`config.mk`:
```
export PLATFORM = sky130hd
export DESIGN_NAME = j1_io_arbiter
export DESIGN_NICKNAME = d
export VERILOG_FILES = /design/src/rtl/j1_io_arbiter.sv
export SDC_FILE = /design/constraint.sdc
export NUM_CORES = 1
export LEC_CHECK = 0
export CAP_MARGIN = 20
export CELL_PAD_IN_SITES_DETAIL_PLACEMENT = 0
export CELL_PAD_IN_SITES_GLOBAL_PLACEMENT = 1
export CORE_MARGIN = 3
export CORE_UTILIZATION = 30
export DETAILED_ROUTE_END_ITERATION = 8
export PLACE_DENSITY = 0.83
export SYNTH_ARGS = -nofsm -noshare
export SYNTH_HDL_FRONTEND = slang
export SYNTH_SLANG_ARGS = --single-unit
```
`constraint.sdc`:
```
create_clock -name sys_clk_i -period 4 [get_ports sys_clk_i]
set_input_delay 0.8 -clock sys_clk_i [delete_from_list [all_inputs] [get_ports sys_clk_i]]
set_output_delay 0.8 -clock sys_clk_i [all_outputs]
set_load 0.01 [all_outputs]
```
`src/rtl/j1_io_arbiter.sv`:
```
// Shares the j1 peripheral I/O bus between the CPU (absolute priority, combinational pass-through)
// and one secondary master M1 whose single request is captured, issued when the bus is idle, and acked.
module j1_io_arbiter #(
  parameter logic [15:0] STAT_ADDR    = 16'hFFFE,
  parameter logic [7:0]  STARVE_LIMIT = 8'd255
) (
  input  logic        sys_clk_i,
  input  logic        sys_rst_i,
  input  logic        cpu_rd_i,
  input  logic        cpu_wr_i,
  input  logic [15:0] cpu_addr_i,
  input  logic [15:0] cpu_wdata_i,
  output logic [15:0] cpu_rdata_o,
  input  logic        m1_req_i,
  input  logic        m1_we_i,
  input  logic [15:0] m1_addr_i,
  input  logic [15:0] m1_wdata_i,
  output logic        m1_busy_o,
  output logic        m1_ack_o,
  output logic [15:0] m1_rdata_o,
  output logic        bus_rd_o,
  output logic        bus_wr_o,
  output logic [15:0] bus_addr_o,
  output logic [15:0] bus_wdata_o,
  input  logic [15:0] bus_rdata_i,
  output logic        starve_o
);

  typedef enum logic [1:0] {
    S_IDLE = 2'd0,
    S_WAIT = 2'd1,
    S_ACK  = 2'd2
  } state_t;

  state_t      state_q, state_d;
  logic        we_q, we_d;
  logic [15:0] addr_q, addr_d;
  logic [15:0] wdata_q, wdata_d;
  logic [15:0] rdata_q, rdata_d;
  logic [7:0]  wait_cnt_q, wait_cnt_d;
  logic        starve_q, starve_d;

  logic        cpu_acc, cpu_stat, cpu_hit, m1_issue;
  logic [15:0] status;

  always_comb begin
    cpu_acc  = cpu_rd_i | cpu_wr_i;
    cpu_stat = cpu_acc & (cpu_addr_i == STAT_ADDR);
    cpu_hit  = cpu_acc & (cpu_addr_i != STAT_ADDR);
    // Gated by reset so a request caught in WAIT never reaches the bus on the reset cycle.
    m1_issue = (state_q == S_WAIT) & ~cpu_hit & sys_rst_i;
    status   = {starve_q, 5'b0, state_q, wait_cnt_q};

    bus_rd_o    = 1'b0;
    bus_wr_o    = 1'b0;
    bus_addr_o  = 16'h0000;
    bus_wdata_o = 16'h0000;
    if (cpu_hit) begin
      bus_rd_o    = cpu_rd_i;
      bus_wr_o    = cpu_wr_i;
      bus_addr_o  = cpu_addr_i;
      bus_wdata_o = cpu_wdata_i;
    end else if (m1_issue) begin
      bus_rd_o    = ~we_q;
      bus_wr_o    = we_q;
      bus_addr_o  = addr_q;
      bus_wdata_o = wdata_q;
    end
    cpu_rdata_o = cpu_stat ? status : bus_rdata_i;
  end

  always_comb begin
    state_d    = state_q;
    we_d       = we_q;
    addr_d     = addr_q;
    wdata_d    = wdata_q;
    rdata_d    = rdata_q;
    wait_cnt_d = wait_cnt_q;
    starve_d   = starve_q;
    case (state_q)
      S_IDLE: begin
        if (m1_req_i) begin
          we_d       = m1_we_i;
          addr_d     = m1_addr_i;
          wdata_d    = m1_wdata_i;
          wait_cnt_d = 8'd0;
          state_d    = S_WAIT;
        end
      end
      S_WAIT: begin
        if (cpu_hit) begin
          if (wait_cnt_q != 8'hFF) begin
            wait_cnt_d = wait_cnt_q + 8'd1;
            if (wait_cnt_d == STARVE_LIMIT) starve_d = 1'b1;
          end
        end else begin
          rdata_d = we_q ? 16'h0000 : bus_rdata_i;
          state_d = S_ACK;
        end
      end
      S_ACK:   state_d = S_IDLE;
      default: state_d = S_IDLE;
    endcase
    if (cpu_stat && cpu_wr_i && cpu_wdata_i[0]) starve_d = 1'b0;
  end

  always_ff @(posedge sys_clk_i) begin
    if (!sys_rst_i) begin
      state_q    <= S_IDLE;
      we_q       <= 1'b0;
      addr_q     <= 16'h0000;
      wdata_q    <= 16'h0000;
      rdata_q    <= 16'h0000;
      wait_cnt_q <= 8'd0;
      starve_q   <= 1'b0;
    end else begin
      state_q    <= state_d;
      we_q       <= we_d;
      addr_q     <= addr_d;
      wdata_q    <= wdata_d;
      rdata_q    <= rdata_d;
      wait_cnt_q <= wait_cnt_d;
      starve_q   <= starve_d;
    end
  end

  assign m1_busy_o  = (state_q != S_IDLE);
  assign m1_ack_o   = (state_q == S_ACK);
  assign m1_rdata_o = rdata_q;
  assign starve_o   = starve_q;

endmodule

```
==> results.txt, run 1 <==
Clk root buf: clkbuf_8
Post-Syn Instances: 435
Core Util, Final: 0.492
Footprint of the multi-input gates: 0.00194 sq mm
Outcome: complete, no violations
Die height: 111 um
CP Launch Type: primary input
Final hold vios: 0
Dpl hpwl: 7.85 mm
Area Overhead vs Synth: 56.4%
FMAX: 0.255 GHz
CTS tree: done
Cell variety after synth: 46
Highest-count cells in the layout ignoring fill and taps: nand2_1, clkdlybuf4s50_1, dfxtp_1, a21boi_0, nand3_1
Nets@finish: 663
Number of max-cap violations: 0
Simple-Gate Fraction of Synth Area: 0.336
Port-buffer cells: 154
Synth async-reset ratio: 0
R2r setup slk: 2.12 ns
DRT iter0 DRCs: 138
Initial antenna violation count: 0
Hold_ws: 0.458 ns
Cell area power density: 294 mW/mm^2
Largest family of logic cells by synthesized area: simple AND/OR/NAND/NOR gates
Routability cong.: 0.810
Hold Path Class: flip-flop to flip-flop
Seq cells post-synth: 60
Worst clock skew: 0.00941 ns
Reg clk slew, reported paths: 0.07 ns
DR vias/cell: 4.93
Die Span X: 111 um
Fillers: 1060
Layout cells sized above 1: 0.0777
N_diodes: 0
Hold Crit Depth: 2
Number of flops mapped to enable cells by yosys: 0
Setup TNS: 0 ns
Dpl cells: 699
RR Endpoint: wait_cnt_q[3]$_SDFFE_PN0P_
Sequential-to-total area share from yosys stat: 0.363
Clock latency on the worst-skew pair: 0.34 ns
Max-slew violations: 0
Row Count: 37
Hold path endpoint: m1_rdata_o[2]$_SDFFE_PN0P_
# H-tree levels: 3
XOR/XNOR Fraction of Synth Area: 0.00530
First-pass GRT wire length: 17.3 mm
Critical-path maximum fanout: 16
Drt wl/cell: 15.0 um
Static Leakage: 2.06 nW
Final wirelength: 10.7 mm
Vias in the first global route: 3441
Min-delay src: m1_rdata_o[2]$_SDFFE_PN0P_
Adder-cell share of the synthesized area: 0.00757
Routed Antenna Nets: 0
Number of cells on the worst reg-to-reg path: 4
Pre-Repair DR Iteration Count: 4
Syn nets: 523
Mapped Area: 0.00331 sq mm
Clock Sinks: 60
Critical path type: primary input to output port
Synth warn: 0
RSZ-0062 raised after global routing: no
FF/Latch Area: 0.00120 sq mm
CTS Buffer Depth: 2
I/O pin count: 155
Worst Max-Slew Pin Slew: 0.717 ns
Initial Util: 0.315
Setup violators final: 0
Largest net degree at the start of global routing: 49
CP endpoint kind: output port
Post-Syn Area per Cell: 7.60 sq um
DRC: 0
DR vias: 3526
Required time of the critical path: 3.20 ns
RR Startpoint: state_q[0]$_SDFFE_PN0P_
Fin crit period: 3.92 ns
Mux contribution to synthesized area: 0.0825
Crit path DAT: 3.12 ns
Peak VDD IR: 140 uV
Synth Flop Type: dfxtp_1
Total track usage: 0.170
Non-filler cells, final: 715
Core Footprint: 0.0105 sq mm
Commonest non-fill, non-tap cell in the layout: nand2_1
Die Footprint: 0.0123 sq mm
Final worst path period share: 0.981
Num CTS Buffers: 9
Synth Area in Compound Gates: 0.150
Remaining global-route overflow: 0
Slew Limit Headroom: 0.522
[how the worst max path moves through the flow]
stage                     depth (start not counted)  slack [ns]              to     startpoint
after floorplan                                   7        0.89  cpu_rdata_o[7]  cpu_addr_i[0]
after global placement                            7        0.08        bus_rd_o  cpu_addr_i[6]
after detailed placement                          7        0.07        bus_rd_o  cpu_addr_i[6]
after CTS                                         7        0.05        bus_rd_o  cpu_addr_i[6]
after global routing                              6       0.001  cpu_rdata_o[6]  cpu_addr_i[3]
final                                             6        0.08  cpu_rdata_o[3]  cpu_addr_i[5]
[through the flow]
step	instance area, sq um	total power, mW	setup WS, ns
after detailed placement	4940	0.991	0.0688
after floorplan	3310	0.792	0.891
after global placement	4940	0.986	0.0836
after global routing	5170	1.60	0.00102
after CTS	5130	1.55	0.0499
final	5170	1.52	0.0760
[timing repair]
action | 4_1_cts | 5_1_grt
buffers inserted | 0 | 1
hold buffers | 0 | 0
setup endpoints to repair | 0 | 8
hold endpoints to repair | 0 | 0
resized for setup | 0 | 9
[Yosys cell counts (all sizes together), types with 3 or more instances]
cell	n	area (sq um)
or2	3	18.8
nor4	3	18.8
a41oi	3	26.3
nand4	4	25.0
buf	8	63.8
dfxtp	60	1200
nand2	155	582
nor2	5	26.3
nand3	34	170
mux2	9	113
o21ai	8	40.0
a21boi	35	263
a31oi	6	37.5
nand3b	16	120
mux2i	16	160
clkbuf	28	105
and2	7	43.8
inv	4	15.0
[routing by layer]
layer / vias up / global-route usage / part of all wire
li1: 1757 / - / -
met1: 1636 / 0.216 / 0.46
met2: 126 / 0.279 / 0.46
met3: 7 / 0.0513 / 0.080
met4: 0 / 0.0493 / 0.0072
met5: - / 0 / 0
[cell type report]
cell class,instances,area share
clock buffers,11,0.0273
clock inverters,4,0.00968
inverters,4,0.00290
multi-input cells,335,0.376
flip-flops and latches,60,0.232
well taps,136,0.0329
repair buffers,165,0.319
[power breakdown]
| group | total, mW | switching [mW] | internal [mW] |
|---|---|---|---|
| Combinational | 0.333 | 0.147 | 0.187 |
| Sequential | 0.641 | 0.0169 | 0.624 |
| Clock | 0.547 | 0.247 | 0.300 |
[worst max-delay path, cell delays in order]
cell and delay, ns:
clkdlybuf4s50_1 0.48, nand4_1 0.19, or4_4 0.61, nand2b_4 0.26, mux2_2 0.26, clkdlybuf4s50_1 0.53
[flip-flops by register name (all words and copies together), names as in the netlist]
signal	count
starve_o	1
m1_rdata_o	16
we_q	1
wait_cnt_q	8
addr_q	16
wdata_q	16
state_q	2
[cells by family after synthesis]
kind of cell / count (synthesis)
AOI/OAI and AO/OA: 67
xor gates and xnor gates: 2
adders and majority gates: 2
buffers and inverters: 40
DFF: 60
muxes: 25
and+or+nand+nor: 239
Note: power is estimated with default switching activity, not from simulation.
==> inputs of run 2 (changes only) <==
- CTS_CLUSTER_SIZE: not set -> 30
- RECOVER_POWER: not set -> 100
- SLEW_MARGIN: not set -> 10
==> results.txt, run 2 (synthesis gave the netlist of run 1 again) <==
Crit path DAT: 3.12 ns (about the same)
Final wirelength: 10.7 mm (about the same)
I/O pin count: 155 (unchanged)
Dpl hpwl: 7.85 mm (unchanged)
Final hold vios: 0 (unchanged)
Nets@finish: 663 (unchanged)
Highest-count cells in the layout ignoring fill and taps: nand2_1, clkdlybuf4s50_1, dfxtp_1, a21boi_0, nand3_1
Min-delay src: m1_rdata_o[2]$_SDFFE_PN0P_
Remaining global-route overflow: 0 (unchanged)
Clock latency on the worst-skew pair: 0.34 ns (about the same)
Initial Util: 0.315 (unchanged)
Routability cong.: 0.810 (unchanged)
Hold_ws: 0.456 ns (-0.00287 ns)
CP endpoint kind: output port
Hold-fix buffers at CTS: 0 (unchanged)
Die Footprint: 0.0123 sq mm (unchanged)
Commonest non-fill, non-tap cell in the layout: nand2_1
Critical-path maximum fanout: 16 (unchanged)
DP Area: 0.00494 sq mm (unchanged)
Die Span X: 111 um (unchanged)
CTS tree: done
Core Footprint: 0.0105 sq mm (unchanged)
Hold Path Class: flip-flop to flip-flop
Slew Limit Headroom: -0.395 (-0.917)
Max-slew violations: 38 (+38)
Drt wl/cell: 15.0 um (about the same)
Initial antenna violation count: 0 (unchanged)
GR peak layer: met2
Reg clk slew, reported paths: 0.07 ns (about the same)
Row Count: 37 (unchanged)
Required time of the critical path: 3.20 ns (about the same)
Fillers: 1066 (+0.57%)
Total track usage: 0.170 (unchanged)
Number of max-cap violations: 1 (+1)
Footprint of the multi-input gates: 0.00193 sq mm (-0.45%)
Static Leakage: 2.10 nW (+2.2%)
Cell area power density: 294 mW/mm^2 (about the same)
Layout cells sized above 1: 0.0708 (-0.00691)
Clock Sinks: 60 (unchanged)
Pre-Repair DR Iteration Count: 5 (+1)
Hold path endpoint: m1_rdata_o[2]$_SDFFE_PN0P_
Post-route cell area: 0.00515 sq mm (-0.36%)
CTS Buffer Depth: 2 (unchanged)
DRC: 0 (unchanged)
# H-tree levels: 3 (unchanged)
RSZ-0062 raised after global routing: no
N_diodes: 0 (unchanged)
Num CTS Buffers: 9 (unchanged)
Setup TNS: 0 ns (unchanged)
Peak VDD IR: 139 uV (-0.98%)
Total power: 1.52 mW (-0.38%)
Hold Crit Depth: 2 (unchanged)
Vias in the first global route: 3441 (unchanged)
DRT iter0 DRCs: 149 (+8.0%)
DR vias: 3517 (-0.26%)
DR vias/cell: 4.92 (-0.26%)
Clk root buf: clkbuf_8
GR Layer Usage met1: 0.216 (unchanged)
FMAX: 0.255 GHz (about the same)
Area Overhead vs Synth: 55.8%
RR Endpoint: wait_cnt_q[2]$_SDFFE_PN0P_
Outcome: complete, but fails checks
Routed Antenna Nets: 0 (unchanged)
Failing checks: capacitance limit, slew limit
Port-buffer cells: 154 (unchanged)
Number of cells on the worst reg-to-reg path: 4 (unchanged)
First-pass GRT wire length: 17.3 mm (unchanged)
Worst clock skew: 0.00892 ns (-0.000492 ns)
Setup violators final: 0 (unchanged)
FF/Latch Area: 0.00120 sq mm (unchanged)
Worst Max-Slew Pin Slew: 2.09 ns (+1.37 ns)
Final worst path period share: 0.980 (about the same)
Critical path type: primary input to output port
Fin crit period: 3.92 ns (-0.00280 ns)
RR Startpoint: state_q[1]$_SDFFE_PN0P_
Die height: 111 um (unchanged)
CP Launch Type: primary input
R2r setup slk: 0.95 ns (-1.17 ns)
Largest net degree at the start of global routing: 49 (unchanged)
Met2 usage in global routing: 0.279 (unchanged)
Global-route track usage on met3: 0.0513 (unchanged)
==> run 2: cell count changes in the layout (fill, tap and decap cells not counted), sizes merged <==
cell	delta
dlygate4sd3	+27
buf	-2
dlymetal6s2s	-1
clkdlybuf4s50	-27
clkbuf	+2
clkdlybuf4s25	+1
==> run 2: metrics by stage <==
step	utilization	cells	setup WS [ns]
after global placement	0.470	699	0.0836
after CTS	0.489	714	0.0499
after global routing	0.490	715	0.00604
after detailed placement	0.470	699	0.0688
final	0.490	715	0.0788
after floorplan	-	435	0.891
==> run 2: repair_timing <==
| item | in CTS | in global routing |
|---|---|---|
| gates resized for setup | 0 | 9 |
| endpoints found under the setup margin | 0 | 8 |
| setup buffers | 0 | 1 |
| hold endpoints to repair | 0 | 0 |
==> run 2: final cells by class <==
| class | instances | share of cell area |
|---|---|---|
| Clock inverter | 4 | 0.00972 |
| Multi-Input combinational cell | 335 | 0.376 |
| Timing Repair Buffer | 165 | 0.318 |
| Inverter | 4 | 0.00291 |
| Tap cell | 136 | 0.0330 |
| Sequential cell | 60 | 0.233 |
| Clock buffer | 11 | 0.0274 |
==> run 2: how the worst max path moves through the flow <==
stage / end / slack, ns / from / cells past startpoint
after global placement: bus_rd_o / 0.08 / cpu_addr_i[6] / 7
after global routing: cpu_rdata_o[6] / 0.006 / cpu_addr_i[3] / 6
final: cpu_rdata_o[13] / 0.08 / cpu_addr_i[5] / 6
after detailed placement: bus_rd_o / 0.07 / cpu_addr_i[6] / 7
after floorplan: cpu_rdata_o[7] / 0.89 / cpu_addr_i[0] / 7
after CTS: bus_rd_o / 0.05 / cpu_addr_i[6] / 7
==> run 2: critical path, cell delays in order <==
cell and delay [ns]:
clkdlybuf4s50_1 0.48, nand4_1 0.18, or4_4 0.61, nand2b_4 0.25, and2_1 0.19, dlygate4sd3_1 0.59
==> run 2: report_power, final <==
group / switching (mW) / internal, mW / leakage (nW)
registers: 0.0168 / 0.624 / 0.489
logic: 0.146 / 0.182 / 1.52
clock network: 0.246 / 0.300 / 0.0914
total: 0.409 / 1.11 / 2.10
==> run 2: per-layer routing <==
metal	wire length, um	up-vias
li1	-	1756
met1	4890	1625
met2	4910	130
met3	862	6
met4	66	0
met5	0	-
==> inputs of run 3 (changes only) <==
- CORE_UTILIZATION: 30 -> 47
- DONT_BUFFER_PORTS: not set -> 1
==> results.txt, run 3 (synthesis gave the netlist of run 1 again) <==
Commonest non-fill, non-tap cell in the layout: nand2_1
Critical path type: primary input to output port
Setup TNS: 0 ns (unchanged)
Failing checks: capacitance limit, slew limit
FF/Latch Area: 0.00120 sq mm (unchanged)
CP Launch Type: primary input
Vias in the first global route: 2761 (-20%)
Die Footprint: 0.00808 sq mm (-34%)
Worst Max-Slew Pin Slew: 2.13 ns (+0.0357 ns)
Clock share of power: 0.432 (+0.071)
Met2 usage in global routing: 0.353 (+0.0747)
Final worst path period share: 0.801 (-0.180)
DRT iter0 DRCs: 139 (-6.7%)
Footprint of the multi-input gates: 0.00192 sq mm (-0.91%)
N_diodes: 0 (unchanged)
DR vias: 2864 (-19%)
Number of max-cap violations: 1 (unchanged)
GR peak layer: met2
Die Span X: 89.9 um (-19%)
Crit path DAT: 2.40 ns (-0.72 ns)
R2r setup slk: 0.84 ns (-0.11 ns)
DRC: 0 (unchanged)
Clock latency on the worst-skew pair: 0.33 ns (about the same)
Worst clock skew: 0.00778 ns (-0.00114 ns)
Switch share: 0.258 (-0.0114)
Routed Antenna Nets: 0 (unchanged)
Cell-internal power: 1.04 mW (-5.7%)
Global-route track usage on met3: 0.0593 (+0.00796)
Reg clk slew, reported paths: 0.07 ns (about the same)
Non-filler cells, final: 512 (-28%)
Peak VDD IR: 202 uV (+45%)
Initial Util: 0.503 (+0.189)
Place WS: 0.930 ns (+0.862 ns)
Total track usage: 0.214 (+0.0440)
Fin crit period: 3.20 ns (-0.719 ns)
Row Count: 29 (-22%)
Setup Buffers After CTS: 0 (unchanged)
Pre-Repair DR Iteration Count: 4 (-1)
CP endpoint kind: output port
Area Overhead vs Synth: 5.79%
Initial antenna violation count: 0 (unchanged)
Critical-path maximum fanout: 16 (unchanged)
Port-buffer cells: 0 (-100%)
Logic pwr share: 0.111 (-0.105)
Slew Limit Headroom: -0.419 (-0.0238)
Clock Sinks: 60 (unchanged)
Layout cells sized above 1: 0.0621 (-0.00876)
Hold-fix buffers at CTS: 0 (unchanged)
Outcome: complete, but fails checks
RSZ-0062 raised after global routing: no
Sequential Power Share: 0.457 (+0.034)
I/O pin count: 155 (unchanged)
Final hold vios: 0 (unchanged)
Setup violators final: 0 (unchanged)
Hold Path Class: flip-flop to flip-flop
Clk root buf: clkbuf_8
Static Leakage: 1.34 nW (-36%)
# H-tree levels: 3 (unchanged)
Die height: 89.9 um (-19%)
Cell area power density: 402 mW/mm^2 (+37%)
Highest-count cells in the layout ignoring fill and taps: nand2_1, dfxtp_1, a21boi_0, nand3_1
Fillers: 664 (-38%)
FMAX: 0.312 GHz (+22%)
Num CTS Buffers: 9 (unchanged)
DR vias/cell: 5.59 (+14%)
Nets@finish: 502 (-24%)
Drt wl/cell: 17.0 um (+14%)
Core Footprint: 0.00657 sq mm (-38%)
Net Switching: 0.364 mW (-11%)
Remaining global-route overflow: 0 (unchanged)
Required time of the critical path: 3.20 ns (about the same)
GR Layer Usage met1: 0.265 (+0.0491)
Dpl cells: 496 (-29%)
Dpl hpwl: 6.02 mm (-23%)
Final wirelength: 8.73 mm (-19%)
Cts repair resizes: 0 (unchanged)
Max-slew violations: 38 (unchanged)
CTS tree: done
Largest net degree at the start of global routing: 74 (+51%)
CTS Buffer Depth: 2 (unchanged)
Total power: 1.41 mW (-7.1%)
Routability cong.: 0.844 (+4.2%)
First-pass GRT wire length: 14.2 mm (-18%)
Final worst slack: 0.798 ns (+0.719 ns)
## run 3: cell types whose count changed in the layout (fill, tap and decap cells not counted), moves of 2 or more
cell             previous run  this run
buf_4                       8         4
clkdlybuf4s50_1           119         0
mux2_1                      1         9
dlygate4sd3_1              27         0
and2_0                      1         5
mux2_4                      2         0
mux2_2                      6         0
and2_1                      6         2
dlymetal6s2s_1              6         0
## run 3: metrics by stage
step / instance area (sq um) / hold WS [ns] / util
2_1_floorplan: 3310 / 0.444 / -
3_3_place_gp: 3290 / 0.450 / 0.502
3_5_place_dp: 3290 / 0.457 / 0.502
4_1_cts: 3510 / 0.467 / 0.535
5_1_grt: 3500 / 0.490 / 0.532
6_report: 3500 / 0.464 / 0.532
## run 3: layer usage
metal / vias to the layer above / wire, um
li1: 1430 / -
met4: 0 / 138
met1: 1319 / 3720
met2: 104 / 4170
met3: 11 / 700
met5: - / 0
## run 3: layout make-up
| class | instances | share of cell area |
|---|---|---|
| clock buffer | 12 | 0.0415 |
| clock inverter | 4 | 0.0208 |
| inverter | 4 | 0.00429 |
| multi-input combinational | 335 | 0.548 |
| sequential | 60 | 0.343 |
| tap | 93 | 0.0333 |
| timing repair buffer | 4 | 0.00859 |
## run 3: power by group through the flow
stage / registers (mW) / clock network (mW) / logic (mW)
after global placement: 0.656 / 0 / 0.158
after global routing: 0.647 / 0.649 / 0.175
after detailed placement: 0.657 / 0 / 0.160
after floorplan: 0.651 / 0 / 0.141
after CTS: 0.644 / 0.624 / 0.161
final: 0.644 / 0.608 / 0.156
## run 3: final timing paths
path | startpoint | to | depth (start not counted)
setup / recovery | cpu_addr_i[6] | cpu_rdata_o[8] | 4
hold / removal | addr_q[15]$_SDFFE_PN0P_ | addr_q[15]$_SDFFE_PN0P_ | 2
setup reg to reg | state_q[0]$_SDFFE_PN0P_ | wait_cnt_q[7]$_SDFFE_PN0P_ | 4
hold reg to reg | addr_q[15]$_SDFFE_PN0P_ | addr_q[15]$_SDFFE_PN0P_ | 2
## run 3: worst max-delay path, stage by stage
cell and delay (ns):
nand4_1 0.18, or4_1 0.72, nand2b_4 0.30, mux2_1 0.40
